File: config.mk
export PLATFORM = sky130hd
export DESIGN_NAME = vc_flit_tx
export DESIGN_NICKNAME = d
export VERILOG_FILES = /design/src/rtl/vc_flit_tx.sv
export SDC_FILE = /design/constraint.sdc
export NUM_CORES = 1
export LEC_CHECK = 0
export ABC_AREA = 1
export CAP_MARGIN = 15
export CORE_MARGIN = 8
export CORE_UTILIZATION = 45
export CTS_CLUSTER_SIZE = 24
export DETAILED_ROUTE_END_ITERATION = 6
export PLACE_DENSITY = 0.94
export SLEW_MARGIN = 20
export SYNTH_ARGS = -nofsm -noshare
export SYNTH_HDL_FRONTEND = slang
export SYNTH_SLANG_ARGS = --single-unit
export TNS_END_PERCENT = 1
File: constraint.sdc
create_clock -name clk_i -period 2.84 [get_ports clk_i]
set_input_delay 0.426 -clock clk_i [delete_from_list [all_inputs] [get_ports clk_i]]
set_output_delay 0.426 -clock clk_i [all_outputs]
set_load 0.05 [all_outputs]
File: src/rtl/vc_flit_tx.sv
// vc_flit_tx: turns a packet descriptor plus a payload word stream into a
// header/body/tail flit sequence for a downstream virtual-channel buffer.
// A single holding register feeds the buffer; it can transfer and reload in
// the same cycle, so flits stream at one per cycle while the buffer is ready.
module vc_flit_tx #(
    parameter int FLIT_DATA_W = 8,
    parameter int FLIT_ID_W   = 2,
    parameter int LEN_W       = 4
) (
    input  logic                             clk_i,
    input  logic                             rst_i,
    input  logic                             pkt_vld_i,
    output logic                             pkt_rdy_o,
    input  logic [FLIT_DATA_W-1:0]           dest_i,
    input  logic [LEN_W-1:0]                 pkt_len_i,
    input  logic                             pay_vld_i,
    output logic                             pay_rdy_o,
    input  logic [FLIT_DATA_W-1:0]           pay_data_i,
    output logic [FLIT_DATA_W+FLIT_ID_W-1:0] data_o,
    output logic                             wr_en_o,
    input  logic                             rdy_i,
    output logic                             busy_o,
    output logic                             err_o
);

    localparam int FLIT_W = FLIT_DATA_W + FLIT_ID_W;

    localparam logic [FLIT_ID_W-1:0] ID_HEADER = FLIT_ID_W'(1);
    localparam logic [FLIT_ID_W-1:0] ID_BODY   = FLIT_ID_W'(2);
    localparam logic [FLIT_ID_W-1:0] ID_TAIL   = FLIT_ID_W'(3);

    typedef enum logic {
        S_IDLE,
        S_PAY
    } state_t;

    state_t                 r_state;
    state_t                 w_state_nxt;
    logic                   r_out_vld;
    logic [FLIT_W-1:0]      r_out_flit;
    logic [LEN_W-1:0]       r_cnt;
    logic                   r_err;

    logic                   w_wr_en;
    logic                   w_slot_free;
    logic                   w_pkt_rdy;
    logic                   w_pay_rdy;
    logic                   w_load_hdr;
    logic                   w_load_pay;
    logic                   w_err_nxt;
    logic                   w_last;

    // The holding register empties on a transfer, which frees it for a
    // reload in the same cycle.
    assign w_wr_en     = r_out_vld && rdy_i;
    assign w_slot_free = !r_out_vld || w_wr_en;
    assign w_last      = (r_cnt == LEN_W'(1));

    assign data_o    = r_out_flit;
    assign wr_en_o   = w_wr_en;
    assign pkt_rdy_o = w_pkt_rdy;
    assign pay_rdy_o = w_pay_rdy;
    assign busy_o    = (r_state == S_PAY) || r_out_vld;
    assign err_o     = r_err;

    // State register.
    always_ff @(posedge clk_i or posedge rst_i) begin
        if (rst_i) begin
            r_state <= S_IDLE;
        end else begin
            r_state <= w_state_nxt;
        end
    end

    // Next-state and handshake decode; the ready terms are gated on a free slot.
    always_comb begin
        w_state_nxt = r_state;
        w_pkt_rdy   = 1'b0;
        w_pay_rdy   = 1'b0;
        w_load_hdr  = 1'b0;
        w_load_pay  = 1'b0;
        w_err_nxt   = 1'b0;
        case (r_state)
            S_IDLE: begin
                w_pkt_rdy = w_slot_free && !rst_i;
                if (pkt_vld_i && w_pkt_rdy) begin
                    if (pkt_len_i != '0) begin
                        w_load_hdr  = 1'b1;
                        w_state_nxt = S_PAY;
                    end else begin
                        // Zero-length descriptors are consumed but produce no flits.
                        w_err_nxt = 1'b1;
                    end
                end
            end
            S_PAY: begin
                w_pay_rdy = w_slot_free;
                if (pay_vld_i && w_pay_rdy) begin
                    w_load_pay = 1'b1;
                    if (w_last) begin
                        w_state_nxt = S_IDLE;
                    end
                end
            end
            default: begin
                w_state_nxt = S_IDLE;
            end
        endcase
    end

    // Holding register and remaining-payload counter.
    always_ff @(posedge clk_i or posedge rst_i) begin
        if (rst_i) begin
            r_out_vld  <= 1'b0;
            r_out_flit <= '0;
            r_cnt      <= '0;
        end else if (w_load_hdr) begin
            r_out_vld  <= 1'b1;
            r_out_flit <= {ID_HEADER, dest_i};
            r_cnt      <= pkt_len_i;
        end else if (w_load_pay) begin
            r_out_vld  <= 1'b1;
            r_out_flit <= {(w_last ? ID_TAIL : ID_BODY), pay_data_i};
            r_cnt      <= r_cnt - LEN_W'(1);
        end else if (w_wr_en) begin
            r_out_vld  <= 1'b0;
        end
    end

    // Error pulse, one cycle after a zero-length descriptor is accepted.
    always_ff @(posedge clk_i or posedge rst_i) begin
        if (rst_i) begin
            r_err <= 1'b0;
        end else begin
            r_err <= w_err_nxt;
        end
    end

endmodule

# Word-level counts from Yosys, hierarchy flattened
# Index checks and enable logic that the tools add are counted.
[word_totals]
reg_bits = 17
input_bits = 25
out_inout_bits = 15
elab_cells = 40
[classes]
n_addsub = 1
eq_ne = 1
mux = 21
bitwise = 1
reduce_logical = 11
[ops]
columns = ["op", "count"]
rows = [
  ["$mux W10", 2],
  ["$mux W1", 16],
  ["$mux W4", 2],
  ["$eq A4 B1 Y1 const B", 1],
  ["$logic_and A1 B1 Y1", 4],
  ["$reduce_bool A4 Y1", 1],
  ["$sub A4 B1 Y4 const B", 1],
  ["$reduce_bool A3 Y1", 1],
  ["$logic_not A1 Y1", 2],
  ["$logic_or A1 B1 Y1", 2],
  ["$pmux W1 S2", 1],
  ["$reduce_bool A2 Y1", 1],
  ["$not A1 Y1", 1],
]

# Longest topological paths before layout
# Gate-level depths: netlist of run 1.
[depth]
word_depth = 7
ltp_mapped = 8
depth_no_buf = 8

# Worst setup path after synthesis of run 1
# No wires, ideal clock.
[synth_path]
path_type = "input to output"
start = "in rdy_i"
end = "out pay_rdy_o"
arrival_time_ns = 1.228
required_ns = 2.414
setup_slack_ns = 1.186
cell_stages = 2
path_buffers = 0
cell_sequence = "inv_1 > a21oi_1"
[synth_between]
elab_chain_cells = 3
[synth_rtl]
columns = ["item", "line_no", "text"]
rows = [
  ["start, declared", "21", "input logic rdy_i,"],
  ["$logic_and A1 B1 Y1", "55", "assign w_wr_en = r_out_vld && rdy_i;"],
  ["$logic_or A1 B1 Y1", "56", "assign w_slot_free = !r_out_vld || w_wr_en;"],
  ["$mux W1", "83", "case (r_state)"],
  ["end, declared", "17", "output logic pay_rdy_o,"],
]
# No other way between the ends.

# Worst setup path in the final report of run 1
[layout_path]
start = "in rdy_i"
end = "out pkt_rdy_o"
[layout_between]
elab_chain_cells = 4
[layout_rtl]
columns = ["item", "line_no", "text"]
rows = [
  ["$logic_and A1 B1 Y1", "55", ""],
  ["$logic_or A1 B1 Y1", "56", ""],
  ["$logic_and A1 B1 Y1", "85", "w_pkt_rdy = w_slot_free && !rst_i;"],
  ["$mux W1", "83", ""],
  ["end, declared", "13", "output logic pkt_rdy_o,"],
]
# No other way between the ends.

==> results of run 1 <==
power by group:
part	internal, W	switching, W
clock	0.0000546	0.0000731
sequential	0.000354	0.0000820
combinational	0.000296	0.000582
worst reg2reg max path, delay by kind of cell (launching register included):
| family | cells | cell delay, ns |
|---|---|---|
| flip-flops | 1 | 0.44 |
| AND/OR/NAND/NOR | 6 | 0.92 |
cell families (layout without fill, tap and decap cells):
family	after synthesis	in the layout	share of synthesized area, %
adder cells (fa/ha/maj)	2	2	2.65
flip-flops	17	17	45.1
AO/OA/AOI/OAI	14	14	7.43
AND/OR/NAND/NOR	68	68	31.8
XOR/XNOR	1	1	0.929
buffers and inverters	26	66	12.1
placed cells by master, fill, tap and decap left out:
master,n
sky130_fd_sc_hd__o21ai_0,3
sky130_fd_sc_hd__inv_2,2
sky130_fd_sc_hd__nor2_1,12
sky130_fd_sc_hd__nand3_2,2
sky130_fd_sc_hd__or2_2,1
sky130_fd_sc_hd__nand2_2,3
sky130_fd_sc_hd__nand2_1,44
sky130_fd_sc_hd__nor2_2,2
sky130_fd_sc_hd__dfrtp_1,17
sky130_fd_sc_hd__clkbuf_1,1
sky130_fd_sc_hd__xor2_1,1
sky130_fd_sc_hd__a21oi_1,11
sky130_fd_sc_hd__nor2_4,2
sky130_fd_sc_hd__inv_1,21
sky130_fd_sc_hd__ha_1,2
sky130_fd_sc_hd__nand3_1,1
sky130_fd_sc_hd__clkdlybuf4s50_1,39
sky130_fd_sc_hd__nor3_1,1
sky130_fd_sc_hd__clkbuf_4,3
final cells by class:
class / count / area (sq um)
fillers: 169 / 596
flip-flops and latches: 17 / 425
multi-input cells: 85 / 404
repair buffers: 39 / 390
inverters: 23 / 86.3
well taps: 27 / 33.8
clock buffers: 4 / 26.3
state kept, by name, summed over array words and instances (netlist names):
signal / cells
r_cnt: 4
r_out_vld: 1
err_o: 1
r_state: 1
data_o: 10
stage by stage:
step / power [W] / worst slack, ns / util [%] / hold WS [ns]
finish: 0.00144 / 0.421 / 69.6 / 0.492
global route: 0.00154 / 0.355 / 69.6 / 0.524
CTS: 0.00145 / 0.416 / 69.6 / 0.492
detailed placement: 0.00132 / 0.416 / 68.3 / 0.469
global placement: 0.00130 / 0.462 / 68.3 / 0.469
floorplan: 0.00104 / 1.19 / - / 0.352
metal layers:
layer | global-route usage [%] | vias to the layer above
met1 | 14.9 | 433
met2 | 25.1 | 33
met4 | 5.84 | 0
met5 | 0 | -
met3 | 3.70 | 5
li1 | - | 463
worst max-delay path by stage:
stage / end / slack (ns) / cells past startpoint
floorplan: pay_rdy_o / 1.19 / 2
global placement: pkt_rdy_o / 0.46 / 6
detailed placement: pkt_rdy_o / 0.42 / 6
CTS: pkt_rdy_o / 0.42 / 6
global route: pkt_rdy_o / 0.36 / 6
finish: pkt_rdy_o / 0.42 / 6
==> impl.org, run 1 <==
** Flow run
- The tool flagged a number of max-cap violations equal to 0.

** Floorplan
- Full die area :: 3820 sq um
- The floorplan step defined a core boundary enclosing 1960 sq um.
- Pin placement for this block handled 40 I/O pins.
- Die Width :: 61.8 um
- Die height :: 61.8 um
- The initialized floorplan defines 16 standard-cell rows.
- Effective utilization at floorplan :: 48.1%

** Timing
- The worst path in the final design needs a cycle of 2.42 ns, including I/O delays and setup.
- Achievable clock frequency :: 413 MHz
- Setup repair after global routing left no endpoint under its margin.
- Tightest slew margin relative to the limit :: 57.6%
- Worst Tran Pin Value :: 0.635 ns
- Summed over all failing endpoints, the final setup total negative slack is 0 ns.
- Final setup vio count :: 0
- Clk_skew :: 0.00431 ns
- Ratio of final minimum period to clock period :: 85.2%
- Total count of max-transition violations in the final report :: 0
- The number of endpoints with negative hold slack in the final report came to 0.

** Clocking
- Root Driver :: sky130_fd_sc_hd__clkbuf_4
- After clock tree synthesis, the clock-pin slew on the worst setup and hold paths is 0.09 ns.
- The clock passes through at most 2 buffers.
- The clock reaches the later pin of the worst-skew pair after 0.29 ns.
- Htree depth :: 1
- TritonCTS Buffers :: 3
- TritonCTS built the clock tree.
- Count of clock tree sinks :: 17
- Hold buffers post-CTS :: 0
- In this run the post-CTS setup repair buffer count came out at 0.
- Once the clock tree was built, the resizer swapped 0 gates to a different size.

** Worst setup path
- The worst register-to-register path has a setup slack of 1.38 ns.
- For this run, the slowest stage of the critical path takes 0.79 ns.
- Cells on worst reg2reg path :: 6
- Worst path top cell family by delay :: buffers and inverters
- CP Cell Sequence :: clkdlybuf4s50_1, inv_1, nand2_2, nand2_1, inv_1, clkdlybuf4s50_1
- Max FO, Critical Path :: 5
- The critical path contains buffers and inverters numbering 4 combined.
- Critical Path End Type :: output pin
- Crit Reg-Reg Endpoint :: data_o[3]
- Type of origin of the critical path :: primary input
- The startpoint identified for the worst register-to-register timing path is r_state.
- Tracing the worst setup path back leads to its startpoint at rdy_i.
- Cell type of the slowest stage on the worst timing path :: sky130_fd_sc_hd__clkdlybuf4s50_1
- The critical path in this run is classified as primary input to output pin.
- Signal arrival time at the worst endpoint :: 1.99 ns
- For the worst setup path, the data required time is 2.41 ns.

** Synthesis
- Synth cell count leaders :: sky130_fd_sc_hd__nand2_1 (44), sky130_fd_sc_hd__inv_1 (21), sky130_fd_sc_hd__dfrtp_1 (17), sky130_fd_sc_hd__nor2_1 (12), sky130_fd_sc_hd__a21oi_1 (11)
- Per-instance average area after synthesis :: 7.37 sq um
- Counting distinct cell types in the post-synthesis netlist gives 18.
- Among all cell types in the netlist, the one instantiated most often is sky130_fd_sc_hd__nand2_1.
- Among all flip-flop cells after synthesis, the most frequent one is sky130_fd_sc_hd__dfrtp_1.
- Yosys reg bits :: 17
- By area the synthesized netlist is led by sky130_fd_sc_hd__dfrtp_1 (45%), sky130_fd_sc_hd__nand2_1 (18%), sky130_fd_sc_hd__inv_1 (8.4%), sky130_fd_sc_hd__a21oi_1 (5.8%), sky130_fd_sc_hd__nor2_1 (4.8%).
- Share of synthesized flip-flops with an asynchronous set or reset :: 100%
- Library cell occupying the most area in the post-synthesis netlist :: sky130_fd_sc_hd__dfrtp_1
- Synthesis produced 128 cells.
- Part of the Yosys area used for sequential elements :: 45.1%
- The synthesized netlist occupies a cell area of 943 sq um.
- Number of flops mapped to enable cells by yosys :: 0
- Nets in the synthesized netlist :: 155
- Share of Yosys cell area claimed by the top area cell type :: 45.1%
- During synthesis, Yosys emitted a total of 0 warnings.

** Route
- Detailed router's first-iteration violation count :: 16
- Final ANT Viol Nets :: 0
- After detailed routing, the met3 layer carries 146 um of wire.
- After detailed routing, the number of vias per cell comes to 4.79.
- After detailed routing, the number of remaining DRC violations is 0.
- The highest layer touched by signal routing is met4.
- Wire length reported by the detailed router :: 2.44 mm
- The routed layout has 934 vias.
- After detailed routing, the met2 layer carries 1.27 mm of wire.
- Pre-Repair DR Iteration Count :: 4
- Routed len/inst :: 12.5 um
- For this block, wires on met1 add up to 985 um.

** Placement
- The count of buffers added on input and output ports is 39.
- At the end of routability-driven placement, the weighted congestion stood at 0.845.
- In this run, placement finished with an instance count of 191.
- The wire-length estimate of the detail-placed layout is 2.00 mm.
- Once placement finished, the instance area stood at 1340 sq um.

** Cells and area
- Number of non-filler instances in the completed layout :: 195
- # nets final :: 196
- Post-Layout Inst Area :: 1370 sq um
- Fraction of layout instances using a drive strength above 1 :: 8.93%
- Number of antenna repair diodes :: 0
- Area delta synth->final :: 44.8%

** Global route
- The first global-routing pass estimated 3.97 mm of wire.
- GR Overflow Total :: 0
- The number of global-route vias before repair is 921.
- Number of antenna violations at the first check in global routing :: 0
- Global routing used 14.0% of the available tracks across all layers.
- Entering global routing, the biggest net connects 18 pins.

** Power and ir drop
- IR analysis of the VDD net gives a maximum drop of 0.000735 V.
- Leakage component of the power :: 0.723 nW
- In this run the power density over the cells is 1060 nW/um^2.

** Worst hold path
- Critical hold path startpoint :: data_o[0]
- The worst hold path terminates at data_o[0].
- The tightest min-delay check is of the flip-flop to flip-flop type.
- Hold depth :: 2

** Outcome
- Outcome :: complete, no violations
Power figures use the tool's default switching activity.
==> run 2: changes to the inputs <==
--- a/config.mk
+++ b/config.mk
@@ -12,6 +12,7 @@
 export CTS_CLUSTER_SIZE = 24
 export DETAILED_ROUTE_END_ITERATION = 6
 export PLACE_DENSITY = 0.94
+export RECOVER_POWER = 50
 export SLEW_MARGIN = 20
 export SYNTH_ARGS = -nofsm -noshare
 export SYNTH_HDL_FRONTEND = slang
==> run 2 against run 1 <==
Compared with the run above: clock-buffer cell count is the same; worst hold slack about the same; clock power barely moved; global-route usage unchanged; combinational power shrank 1%; non-clock buffer count did not move; cell area is 1.6% lower; critical path depth fell by 1; final cell count is the same; power down 1.0%; critical path type unchanged.
==> impl.org, run 2 (same netlist as run 1, synthesis figures left out) <==
** Outcome
- Outcome :: complete, no violations

** Clocking
- The clock transition at the register clock pins on the worst setup and hold paths after CTS is 0.09 ns (about the same).
- The H-tree level count is 1 (unchanged).
- The maximum number of buffers from clock root to sink is 2 (unchanged).
- The quantity of gates resized following cts is 0 (unchanged).
- TritonCTS built the clock tree.
- Root Driver :: sky130_fd_sc_hd__clkbuf_4
- The hold-fix buffer count after cts is 0 (unchanged).
- Count of clock tree sinks :: 17 (unchanged)
- The CTS buffer count was 3 (unchanged).
- The setup fix buffers added after clock tree synthesis was 0 (unchanged).
- The clock latency at the later pin of the worst-skew pair is 0.29 ns (about the same).

** Worst setup path
- The worst register-to-register path ends at data_o[2].
- The signal on the critical path passes through dlygate4sd3_1, nor2_1, nand2_1, inv_1, clkdlybuf4s50_1.
- Cell type of the slowest stage on the worst timing path :: sky130_fd_sc_hd__clkdlybuf4s50_1
- In this run the critical register-to-register path is launched from r_out_vld.
- The combined buffer and inverter count along the critical path came to 3 (-1).
- Critical Path End Type :: output pin
- The critical path in this run is classified as primary input to output pin.
- Max FO, Critical Path :: 2 (-3)
- The cell family contributing the most delay on the critical path is buffers and inverters.
- Register-to-Register Setup Slack :: 0.73 ns (-0.65 ns)
- Highest cell delay on the worst timing path :: 0.79 ns (about the same)
- Cells on worst reg2reg path :: 6 (unchanged)
- The required time of the critical path came to 2.41 ns (about the same).
- The worst endpoint data arrival time was 2.08 ns (+0.09 ns).
- Worst setup startpoint :: rst_i
- STA classifies the critical path startpoint as a primary input.

** Floorplan
- Site row count :: 16 (unchanged)
- The die span in x came to 61.8 um (unchanged).
- The core box area came to 1960 sq um (unchanged).
- Effective utilization at floorplan :: 48.1% (unchanged)
- The number of top-level pins is 40 (unchanged).
- The die outline height was 61.8 um (unchanged).
- The overall die area was 3820 sq um (unchanged).

** Route
- The residual DRC count is 0 (unchanged).
- Vias after detailed routing :: 935 (+0.11%)
- The total routed wirelength came to 2.45 mm (+0.45%).
- The average wire per cell in the routed design came to 12.6 um (+0.45%).
- Detailed router's first-iteration violation count :: 15 (-1)
- The remaining number of nets flagged by the antenna check after routing was 0 (unchanged).
- Vias/cell :: 4.79 (+0.11%)
- Pre-Repair DR Iteration Count :: 4 (unchanged)

** Cells and area
- The number of flip-flops in the largest register was 10 (unchanged).
- # nets final :: 196 (unchanged)
- The library cell used most frequently in the layout, excluding fill and tap cells, is sky130_fd_sc_hd__nand2_1.
- Area delta synth->final :: 42.4%
- Finished Core Util :: 68.5% (-1.1 points)
- In the layout the commonest cells are sky130_fd_sc_hd__nand2_1 (45), sky130_fd_sc_hd__clkdlybuf4s50_1 (38), sky130_fd_sc_hd__inv_1 (22).
- The count of antenna diodes in the layout is 0 (unchanged).
- The fraction of layout instances using a drive strength above 1 is 5.36% (-3.6 points).
- Filler Cells Inserted :: 174 (+3.0%)

** Worst hold path
- Hold depth :: 2 (unchanged)
- Critical hold path startpoint :: data_o[0]
- The path class of the tightest hold or removal check is flip-flop to flip-flop.
- End point of the most critical hold path :: data_o[0]

** Global route
- The maximum number of pins on one net before global-route repair came to 18 (unchanged).
- GR Overflow Total :: 0 (unchanged)
- Gr usage total :: 14.0% (unchanged)
- Number of global-route vias before repair :: 921 (unchanged)
- Number of antenna violations at the first check in global routing :: 0 (unchanged)
- Wire length of the first global-routing pass :: 3.97 mm (unchanged)

** Timing
- Setup repair after global routing left no endpoint under its margin.
- Final number of hold-violating endpoints :: 0 (unchanged)
- The final period utilization was 88.4% (+3.2 points).
- Worst Tran Pin Value :: 0.882 ns (+0.247 ns)
- Final setup vio count :: 0 (unchanged)
- The maximum clock frequency is 399 MHz (-3.6%).
- Clk_skew :: 0.00578 ns (+0.00147 ns)
- Setup Total Neg Slack :: 0 ns (unchanged)
- Tightest slew margin relative to the limit :: 41.0% (-17 points)
- Total count of max-transition violations in the final report :: 0 (unchanged)
- The shortest period the worst path allows was 2.51 ns (+0.0908 ns).

** Power and ir drop
- The proportion of power drawn by combinational gates came to 60.7% (-0.2 points).
- Clock network fraction of design power :: 9.0% (about the same)
- Net load switching power :: 0.000728 W (-1.2%)
- Power Density :: 1060 nW/um^2 (+0.62%)
- Switching part of the total power :: 51.0% (-0.088 points)
- The proportion of power drawn by flip-flops and latches is 30.3% (about the same).
- The peak ir drop on the vdd network is 0.000730 V (-0.68%).
- The leakage power total came to 0.720 nW (-0.41%).
- The internal power came to 0.000699 W (-0.86%).

** Placement
- Half-perimeter wire length of the detailed placement result :: 2.00 mm (unchanged)
- The final weighted congestion in routability-driven placement was 0.845 (unchanged).
- The count of input and output buffers came to 39 (unchanged).

** Flow run
- Max_cap viols :: 0 (unchanged)
[run 2: power groups by stage]
stage	Clock [W]	Combinational (W)	Sequential, W
floorplan	0	0.000371	0.000673
global placement	0	0.000861	0.000436
CTS	0.000130	0.000887	0.000436
global route	0.000143	0.000937	0.000445
detailed placement	0	0.000884	0.000440
finish	0.000129	0.000866	0.000432
[run 2: layout make-up]
type | instances | area (sq um) | area share, %
clock buffers | 4 | 26.3 | 1.96
repair buffers | 39 | 390 | 29.1
multi-input cells | 85 | 382 | 28.4
inverters | 23 | 86.3 | 6.42
flip-flops and latches | 17 | 425 | 31.7
well taps | 27 | 33.8 | 2.51
[run 2: metrics by stage]
step                      setup slack (ns)  power (W)  cells  hold WS (ns)  cell area (sq um)
final                                0.331    0.00143    195         0.492               1340
after CTS                            0.416    0.00145    195         0.492               1370
after global placement               0.462    0.00130    191         0.469               1340
after global routing                 0.283    0.00153    195         0.524               1340
after floorplan                       1.19    0.00104    128         0.352                943
after detailed placement             0.416    0.00132    191         0.469               1340
[run 2: per-layer routing]
metal,up-vias,track usage (%),wire (um)
met4,0,5.84,45
met1,432,14.9,982
met5,-,0,0
li1,463,-,-
met3,5,3.70,150
met2,35,25.1,1280
[run 2: worst max-delay path by stage]
stage                            to  slack, ns  depth (start not counted)
final                     pkt_rdy_o       0.33                          5
after global routing      pkt_rdy_o       0.28                          5
after CTS                 pkt_rdy_o       0.42                          6
after detailed placement  pkt_rdy_o       0.42                          6
after global placement    pkt_rdy_o       0.46                          6
after floorplan           pay_rdy_o       1.19                          2
[run 2: worst register-to-register path: cells and delay by family, from the launching register on]
kind,cells,cell delay (ns)
AND/OR/NAND/NOR,5,1.46
buffers and inverters,1,0.20
flip-flops,1,0.39
